## config.mk

```make
export PLATFORM = sky130hd
export DESIGN_NAME = seq_det_sched
export DESIGN_NICKNAME = d
export VERILOG_FILES = /design/src/rtl/seq_det_pkg.sv /design/src/rtl/rr_arbiter.sv /design/src/rtl/seq_det_sched.sv
export SDC_FILE = /design/constraint.sdc
export NUM_CORES = 1
export LEC_CHECK = 0
export CORE_MARGIN = 8
export CORE_UTILIZATION = 45
export DETAILED_ROUTE_END_ITERATION = 10
export MAX_ROUTING_LAYER = met4
export SETUP_SLACK_MARGIN = 0.2
export SYNTH_ARGS = -nofsm -noshare
export SYNTH_HDL_FRONTEND = slang
export SYNTH_SLANG_ARGS = --single-unit
```

## constraint.sdc

```tcl
create_clock -name clk -period 9.91 [get_ports clk]
set_input_delay 1.982 -clock clk [delete_from_list [all_inputs] [get_ports clk]]
set_output_delay 1.982 -clock clk [all_outputs]
set_load 0.02 [all_outputs]
```

## src/rtl/seq_det_pkg.sv

```systemverilog
// Run-of-ones detector context encoding and its shared next-state/hit function.
// Pure combinational helpers; no latency, no flow control.
package seq_det_pkg;

  typedef enum logic [1:0] {
    S0 = 2'b00,
    S1 = 2'b01,
    S2 = 2'b10
  } ctx_e;

  typedef struct packed {
    logic       hit;
    logic [1:0] nxt;
  } step_t;

  // Encoding 2'b11 is unreachable but falls back to S0 without a hit.
  function automatic step_t det_step(input logic [1:0] cur, input logic bit_i);
    step_t r;
    r.hit = 1'b0;
    r.nxt = S0;
    if (bit_i) begin
      case (cur)
        S0:      r.nxt = S1;
        S1:      r.nxt = S2;
        S2: begin
          r.nxt = S2;
          r.hit = 1'b1;
        end
        default: r.nxt = S0;
      endcase
    end
    return r;
  endfunction

endpackage

```

## src/rtl/rr_arbiter.sv

```systemverilog
// Round-robin one-hot grant, search starting at ptr and wrapping at N-1.
// Combinational; grant is a subset of req, zero when req is zero.
module rr_arbiter #(
  parameter int N  = 4,
  parameter int PW = $clog2(N)
) (
  input  logic [N-1:0]  req,
  input  logic [PW-1:0] ptr,
  output logic [N-1:0]  grant
);

  logic          w_found;
  logic [PW-1:0] w_idx;

  always_comb begin
    grant   = '0;
    w_found = 1'b0;
    w_idx   = '0;
    for (int k = 0; k < N; k++) begin
      w_idx = PW'((int'(ptr) + k) % N);
      if (!w_found && req[w_idx]) begin
        grant[w_idx] = 1'b1;
        w_found      = 1'b1;
      end
    end
  end

endmodule

```

## src/rtl/seq_det_sched.sv

```systemverilog
// Time-multiplexed run-of-three-ones detector over NCH serial requesters with hit counters.
// Detection result registered 1 cycle after transfer; one channel accepted per cycle via req_ready.
module seq_det_sched
  import seq_det_pkg::*;
#(
  parameter int NCH   = 4,
  parameter int CNT_W = 8,
  parameter int CH_W  = $clog2(NCH)
) (
  input  logic             clk,
  input  logic             reset,
  input  logic [NCH-1:0]   req_valid,
  input  logic [NCH-1:0]   req_bit,
  output logic [NCH-1:0]   req_ready,
  input  logic             clr,
  output logic             det_valid,
  output logic [CH_W-1:0]  det_ch,
  output logic             det_hit,
  input  logic [CH_W-1:0]  rd_ch,
  output logic [CNT_W-1:0] rd_cnt
);

  logic [1:0]       r_ctx [NCH];
  logic [CNT_W-1:0] r_cnt [NCH];
  logic [CH_W-1:0]  r_ptr;
  logic             r_det_valid;
  logic [CH_W-1:0]  r_det_ch;
  logic             r_det_hit;

  logic [NCH-1:0]   w_arb_req;
  logic [NCH-1:0]   w_grant;
  logic [CH_W-1:0]  w_gidx;
  logic [CH_W-1:0]  w_ptr_nxt;
  logic             w_xfer;
  step_t            w_step;

  // clr masks the request so no grant (and thus no transfer) can be issued alongside it.
  assign w_arb_req = clr ? '0 : req_valid;

  rr_arbiter #(
    .N  (NCH),
    .PW (CH_W)
  ) u_arb (
    .req   (w_arb_req),
    .ptr   (r_ptr),
    .grant (w_grant)
  );

  always_comb begin
    w_gidx = '0;
    for (int i = 0; i < NCH; i++) begin
      if (w_grant[i]) w_gidx = CH_W'(i);
    end
  end

  assign w_xfer    = |w_grant;
  assign w_step    = det_step(r_ctx[w_gidx], req_bit[w_gidx]);
  assign w_ptr_nxt = (w_gidx == CH_W'(NCH - 1)) ? '0 : w_gidx + CH_W'(1);

  always_ff @(posedge clk or negedge reset) begin
    if (!reset) begin
      for (int i = 0; i < NCH; i++) begin
        r_ctx[i] <= S0;
        r_cnt[i] <= '0;
      end
      r_ptr       <= '0;
      r_det_valid <= 1'b0;
      r_det_ch    <= '0;
      r_det_hit   <= 1'b0;
    end else if (clr) begin
      for (int i = 0; i < NCH; i++) begin
        r_ctx[i] <= S0;
        r_cnt[i] <= '0;
      end
      r_ptr       <= '0;
      r_det_valid <= 1'b0;
    end else begin
      r_det_valid <= w_xfer;
      if (w_xfer) begin
        r_ctx[w_gidx] <= w_step.nxt;
        if (w_step.hit && (r_cnt[w_gidx] != '1)) begin
          r_cnt[w_gidx] <= r_cnt[w_gidx] + CNT_W'(1);
        end
        r_ptr     <= w_ptr_nxt;
        r_det_ch  <= w_gidx;
        r_det_hit <= w_step.hit;
      end
    end
  end

  assign req_ready = w_grant;
  assign det_valid = r_det_valid;
  assign det_ch    = r_det_ch;
  assign det_hit   = r_det_hit;
  assign rd_cnt    = r_cnt[rd_ch];

endmodule

```

==> results.sh, run 1 <==
export IMPL_hold_path_class="flip-flop to flip-flop"
export IMPL_yosys_warnings=0
export IMPL_yosys_area_top_type="dfrtp_1"
export IMPL_min_period_over_period=0.775
export IMPL_hold_viol=0
export IMPL_yosys_area_share_simple=0.186
export IMPL_grt_first_pass_wirelength_um=14600
export IMPL_routedWlPerCell_um=18.9
export IMPL_drc_errors=0
export IMPL_cts_sinks=46
export IMPL_num_io_pins=29
export IMPL_core_area_um2=7610
export IMPL_p_leak_nw=1.58
export IMPL_area_growth_pct=12.6
export IMPL_drive_gt1_frac=0.154
export IMPL_first_global_vias=2737
export IMPL_htree_num_levels=2
export IMPL_overflow=0
export IMPL_clockBufferDepth=2
export IMPL_synthTopCellsByArea="dfrtp_1 33%, mux2i_1 8.7%, ha_1 5.4%"
export IMPL_maxCapViolCount=0
export IMPL_skew_ns=0.0114
export IMPL_crit_type="input port to output port"
export IMPL_synth_ff_type="dfrtp_1"
export IMPL_rows=32
export IMPL_via_count=2648
export IMPL_crit_arrival_ns=5.70
export IMPL_ys_async_sr_fraction=1.00
export IMPL_path_buf_inv=4
export IMPL_drt_pass1_iterations=4
export IMPL_ys_ff_latch=46
export IMPL_tritoncts="yes"
export IMPL_status="finished, final reports clean"
export IMPL_setup_tns_ns=0
export IMPL_synth_distinct_cells=71
export IMPL_synth_compound_area_frac=0.196
export IMPL_synth_mux_area_fraction=0.166
export IMPL_period_minus_slack_ns=7.68
export IMPL_fillCellCount=708
export IMPL_first_iter_violations=146
export IMPL_synth_nets=363
export IMPL_critPathCaptureType="output port"
export IMPL_max_stage_delay_ns=1.00
export IMPL_clkTransAtPathRegs_ns=0.09
export IMPL_clock_latency_ns=0.31
export IMPL_hpwl_um=6280
export IMPL_start_util=0.456
export IMPL_ir_drop_mv=0.0965
export IMPL_synth_xor_area_frac=0.0152
export IMPL_crit_chain="clkdlybuf4s50_1 -> buf_4 -> or2_2 -> o32ai_1 -> mux2_4 -> a221oi_4 -> clkinv_2 -> clkdlybuf4s50_1"
export IMPL_postRouteAntennaNets=0
export IMPL_fmax_mhz=130
export IMPL_cp_required_ns=7.93
export IMPL_routed_wirelength_um=8650
export IMPL_report_final_slew_viol_count=0
export IMPL_die_w_um=104
export IMPL_synth_area_um2=3470
export IMPL_place_area_um2=3790
export IMPL_final_cell_area_um2=3900
export IMPL_via_per_inst=5.78
export IMPL_die_h_um=104
export IMPL_grt_setup_unrepaired="no"
export IMPL_cts_resized=0
export IMPL_regArea_um2=1150
export IMPL_holdBufCountCts=0
export IMPL_nNetsFinal=383
export IMPL_grt_max_degree=47
export IMPL_worst_setup_path_start_kind="input port"
export IMPL_die_area_um2=10800
export IMPL_cp_slowest_cell="clkdlybuf4s50_1"
export IMPL_gp_congestion=0.826
export IMPL_synthCells=335
export IMPL_synth_top_family_by_area="compound AO/OA/AOI/OAI gates"
export IMPL_setup_violations=0
export IMPL_synth_top_area_share=0.332
export IMPL_synth_seq_area_share=0.332
export IMPL_cts_root_buffer="clkbuf_8"
export IMPL_max_slew_margin_rel=0.196
export IMPL_port_buffers=28
export IMPL_multiInputGateArea_um2=2140
export IMPL_p_per_area_nw_per_um2=257
export IMPL_synth_edf_count=0
export IMPL_numCtsBuffers=5
export IMPL_post_cts_buffers=0
export IMPL_grt_use_total=0.169
export IMPL_crit_family="buffers and inverters"
export IMPL_path_common_cell="clkdlybuf4s50_1"
export IMPL_synthAdderAreaFrac=0.0541
export IMPL_worstMarginPinSlew_ns=1.21
export IMPL_syn_area_per_cell_um2=10.4
export IMPL_antenna_found_initial=0
export IMPL_path_max_fanout=28
export IMPL_num_antenna_cells=0
==> layout by cell type (no fill, tap or decap), types with 5 or more instances in the layout <==
cell / instances
mux4_2: 8
nand2_1: 19
clkbuf_8: 5
nor2_1: 24
a21oi_1: 9
mux2i_1: 30
nand3b_1: 6
clkdlybuf4s50_1: 27
o21ai_0: 9
dfrtp_1: 46
ha_1: 15
nand2b_1: 27
inv_1: 16
a22oi_1: 9
==> cell families after synthesis <==
family	after synthesis
and+or+nand+nor	113
adders and majority gates	15
AOI/OAI and AO/OA	73
buffers and inverters	37
xor gates and xnor gates	6
DFF	46
muxes	45
==> worst register-to-register path: stages, from the launching register on <==
cell and delay, ns:
dfrtp_1 0.59, inv_1 0.20, ha_1 0.47, or3b_1 0.40, a2111o_1 0.45, nand3_4 0.17
a2111o_1 0.43, inv_1 0.32, nand2_1 0.20, o22ai_1 0.10, or3_1 0.40, inv_1 0.07
ha_1 0.13, o2111a_1 0.18, o21ai_0 0.20, a311oi_2 1.06, nor2_1 0.08, a211oi_1 0.25
==> registers in the layout, indices dropped and copies added (netlist names) <==
register   flops
r_cnt         32
r_ctx          8
det_ch         2
r_ptr          2
det_hit        1
det_valid      1
==> synth_stat cells, types with 6 or more instances <==
master    number
a21oi_1        9
a22oi_1        9
clkbuf_1       7
dfrtp_1       46
ha_1          15
inv_1         16
mux2i_1       30
mux4_2         8
nand2_1       19
nand2b_1      27
nand3b_1       6
nor2_1        24
o21ai_0        9
==> final timing paths <==
kind	start	end	cells past startpoint	slack, ns
max in group asynchronous	reset	r_cnt[13]$_DFFE_PN0P_	1	7.42
min in group asynchronous	reset	r_ctx[0]$_DFFE_PN0P_	1	1.85
worst max register to register	r_ptr[1]$_DFFE_PN0N_	r_cnt[29]$_DFFE_PN0P_	17	4.14
worst min-delay path	det_ch[0]$_DFFE_PN0P_	det_ch[0]$_DFFE_PN0P_	1	0.50
worst min register to register	det_ch[0]$_DFFE_PN0P_	det_ch[0]$_DFFE_PN0P_	1	0.50
worst max-delay path	clr	req_ready[3]	8	2.23
==> per-layer routing <==
layer / part of all wire / vias up / global-route usage
met1: 0.47 / 1312 / 0.225
met4: 0.0086 / 0 / 0.0538
li1: - / 1270 / -
met5: 0 / - / -
met2: 0.47 / 60 / 0.258
met3: 0.053 / 6 / 0.0266
==> area by class of cell <==
| type | instances | share of cell area |
|---|---|---|
| inverter | 20 | 0.0196 |
| timing repair buffer | 30 | 0.0744 |
| multi-input combinational | 252 | 0.549 |
| clock buffer | 5 | 0.0176 |
| sequential | 46 | 0.295 |
| clock inverter | 3 | 0.0115 |
| tap | 102 | 0.0327 |
==> power breakdown <==
part	switching (W)	internal (W)
combinational	0.000384	0.000234
clock	0.0000701	0.0000751
sequential	0.0000251	0.000213
total	0.000479	0.000522
==> through the flow <==
step	setup WS, ns	total power [W]	instances	utilization	hold slack (ns)
floorplan	4.52	0.000707	335	-	0.491
global route	1.96	0.00108	458	0.513	0.521
finish	2.23	0.00100	458	0.513	0.497
detailed placement	2.26	0.000860	450	0.498	0.481
global placement	2.33	0.000853	450	0.498	0.473
CTS	2.25	0.00101	458	0.513	0.503
Power figures use the tool's default switching activity.
==> run 2: changes to the inputs <==
--- a/config.mk
+++ b/config.mk
@@ -9,6 +9,7 @@
 export CORE_UTILIZATION = 45
 export DETAILED_ROUTE_END_ITERATION = 10
 export MAX_ROUTING_LAYER = met4
+export PLACE_DENSITY = 0.67
 export SETUP_SLACK_MARGIN = 0.2
 export SYNTH_ARGS = -nofsm -noshare
 export SYNTH_HDL_FRONTEND = slang
==> constraint.sdc (replaced) <==
create_clock -name clk -period 6.3 [get_ports clk]
set_input_delay 1.26 -clock clk [delete_from_list [all_inputs] [get_ports clk]]
set_output_delay 1.26 -clock clk [all_outputs]
set_load 0.02 [all_outputs]
==> results.sh, run 2 (same netlist as run 1, synthesis figures left out) <==
export IMPL_status="finished, final reports clean"
export IMPL_crit_type="input port to output port"
export IMPL_grt_use_total=0.162
export IMPL_clkPwrFrac=0.116
export IMPL_p_per_area_nw_per_um2=397
export IMPL_p_leak_nw=1.61
export IMPL_cts_resized=0
export IMPL_worstReg2RegStart="r_ptr[0]$_DFFE_PN0N_"
export IMPL_regMostFlops="r_cnt"
export IMPL_crit_chain="clkdlybuf4s50_1 -> buf_4 -> nor4_1 -> nand4b_1 -> nand3_4 -> a2111oi_0 -> inv_1 -> clkdlybuf4s50_1"
export IMPL_first_iter_violations=143
export IMPL_fmax_mhz=183
export IMPL_num_io_pins=29
export IMPL_htree_num_levels=2
export IMPL_via_per_inst=5.79
export IMPL_cp_required_ns=5.04
export IMPL_path_max_fanout=33
export IMPL_p_seq_frac=0.240
export IMPL_p_comb_frac=0.644
export IMPL_grt_max_degree=47
export IMPL_path_buf_inv=4
export IMPL_first_global_vias=2710
export IMPL_worstMarginPinSlew_ns=1.10
export IMPL_core_area_um2=7610
export IMPL_worst_setup_path_start_kind="input port"
export IMPL_hold_path_class="flip-flop to flip-flop"
export IMPL_die_w_um=104
export IMPL_postRouteAntennaNets=0
export IMPL_num_antenna_cells=0
export IMPL_die_area_um2=10800
export IMPL_grt_first_pass_wirelength_um=14100
export IMPL_routedWlPerCell_um=18.2
export IMPL_min_period_over_period=0.869
export IMPL_grt_setup_unrepaired="no"
export IMPL_port_buffers=28
export IMPL_hold_start="det_ch[0]$_DFFE_PN0P_"
export IMPL_skew_ns=0.00861
export IMPL_report_final_slew_viol_count=0
export IMPL_gp_congestion=0.913
export IMPL_final_common_cell="dfrtp_1"
export IMPL_clkTransAtPathRegs_ns=0.08
export IMPL_startpoint="clr"
export IMPL_crit_arrival_ns=4.21
export IMPL_hold_viol=0
export IMPL_utilization=0.516
export IMPL_post_cts_buffers=0
export IMPL_holdBufCountCts=0
export IMPL_cp_slowest_cell="a2111oi_0"
export IMPL_top_regs="r_cnt: 32 flops, r_ctx: 8 flops"
export IMPL_antenna_found_initial=0
export IMPL_drt_pass1_iterations=5
export IMPL_setup_violations=0
export IMPL_clock_latency_ns=0.30
export IMPL_hpwl_um=6190
export IMPL_dp_cells=457
export IMPL_maxCapViolCount=0
export IMPL_start_util=0.456
export IMPL_cts_root_buffer="clkbuf_8"
export IMPL_max_stage_delay_ns=0.99
export IMPL_setup_tns_ns=0
export IMPL_power_switching_w=0.000756
export IMPL_rows=32
export IMPL_drive_gt1_frac=0.168
export IMPL_via_count=2694
export IMPL_numCtsBuffers=5
export IMPL_routed_wirelength_um=8440
export IMPL_cts_sinks=46
export IMPL_fin_cells=465
export IMPL_whs_ns=0.496
export IMPL_fillCellCount=699
export IMPL_critPathCaptureType="output port"
export IMPL_p_int_w=0.000803
export IMPL_period_minus_slack_ns=5.47
export IMPL_drc_errors=0
export IMPL_max_slew_margin_rel=0.251
export IMPL_nNetsFinal=390
export IMPL_overflow=0
export IMPL_mostFrequentLayoutCells="46 x dfrtp_1, 30 x mux2i_1, 27 x nand2b_1, 27 x clkdlybuf4s50_1, 24 x nor2_1"
export IMPL_largest_reg_flops=32
export IMPL_ir_drop_mv=0.141
export IMPL_path_common_cell="clkdlybuf4s50_1"
export IMPL_sw_frac_of_total=0.485
export IMPL_clockBufferDepth=2
export IMPL_crit_family="buffers and inverters"
export IMPL_die_h_um=104
export IMPL_area_growth_pct=13.3
export IMPL_tritoncts="yes"
-- run 2: final timing paths --
| check | slack, ns | end | depth (start not counted) |
|---|---|---|---|
| max | 0.83 | req_ready[0] | 8 |
| min | 0.50 | det_ch[0]$_DFFE_PN0P_ | 1 |
| max reg2reg | 1.29 | r_cnt[1]$_DFFE_PN0P_ | 20 |
| min reg2reg | 0.50 | det_ch[0]$_DFFE_PN0P_ | 1 |
| max in group asynchronous | 4.52 | det_ch[1]$_DFFE_PN0P_ | 1 |
| min in group asynchronous | 1.13 | r_cnt[18]$_DFFE_PN0P_ | 1 |
-- run 2: cell type report --
type | instances | area [um^2] | area share
Clock buffer | 6 | 72.6 | 0.0185
Clock inverter | 2 | 13.8 | 0.00350
Inverter | 20 | 76.3 | 0.0194
Multi-Input combinational cell | 252 | 2140 | 0.546
Sequential cell | 46 | 1150 | 0.293
Tap cell | 102 | 128 | 0.0325
Timing Repair Buffer | 37 | 343 | 0.0873
-- run 2: per-layer routing --
layer  global-route usage  vias up  wire length (um)
li1                     -     1288                 -
met1                0.209     1335              3970
met2                0.262       62              4050
met3               0.0229        9               308
met4               0.0414        0               110
met5                    -        -                 0
-- run 2: power by group through the flow --
stage          clock network (W)  logic [W]  registers (W)
6_report                0.000181    0.00100       0.000374
5_1_grt                 0.000199    0.00109       0.000380
4_1_cts                 0.000188    0.00101       0.000374
3_5_place_dp                   0   0.000999       0.000380
3_3_place_gp                   0   0.000990       0.000378
2_1_floorplan                  0   0.000733       0.000379
-- run 2: per-stage QoR --
step | setup slack [ns] | instance area [um^2] | power, W
after floorplan | 1.66 | 3470 | 0.00111
after global placement | 0.729 | 3840 | 0.00137
after detailed placement | 0.685 | 3840 | 0.00138
after CTS | 0.814 | 3930 | 0.00157
after global routing | 0.597 | 3930 | 0.00167
final | 0.826 | 3930 | 0.00156
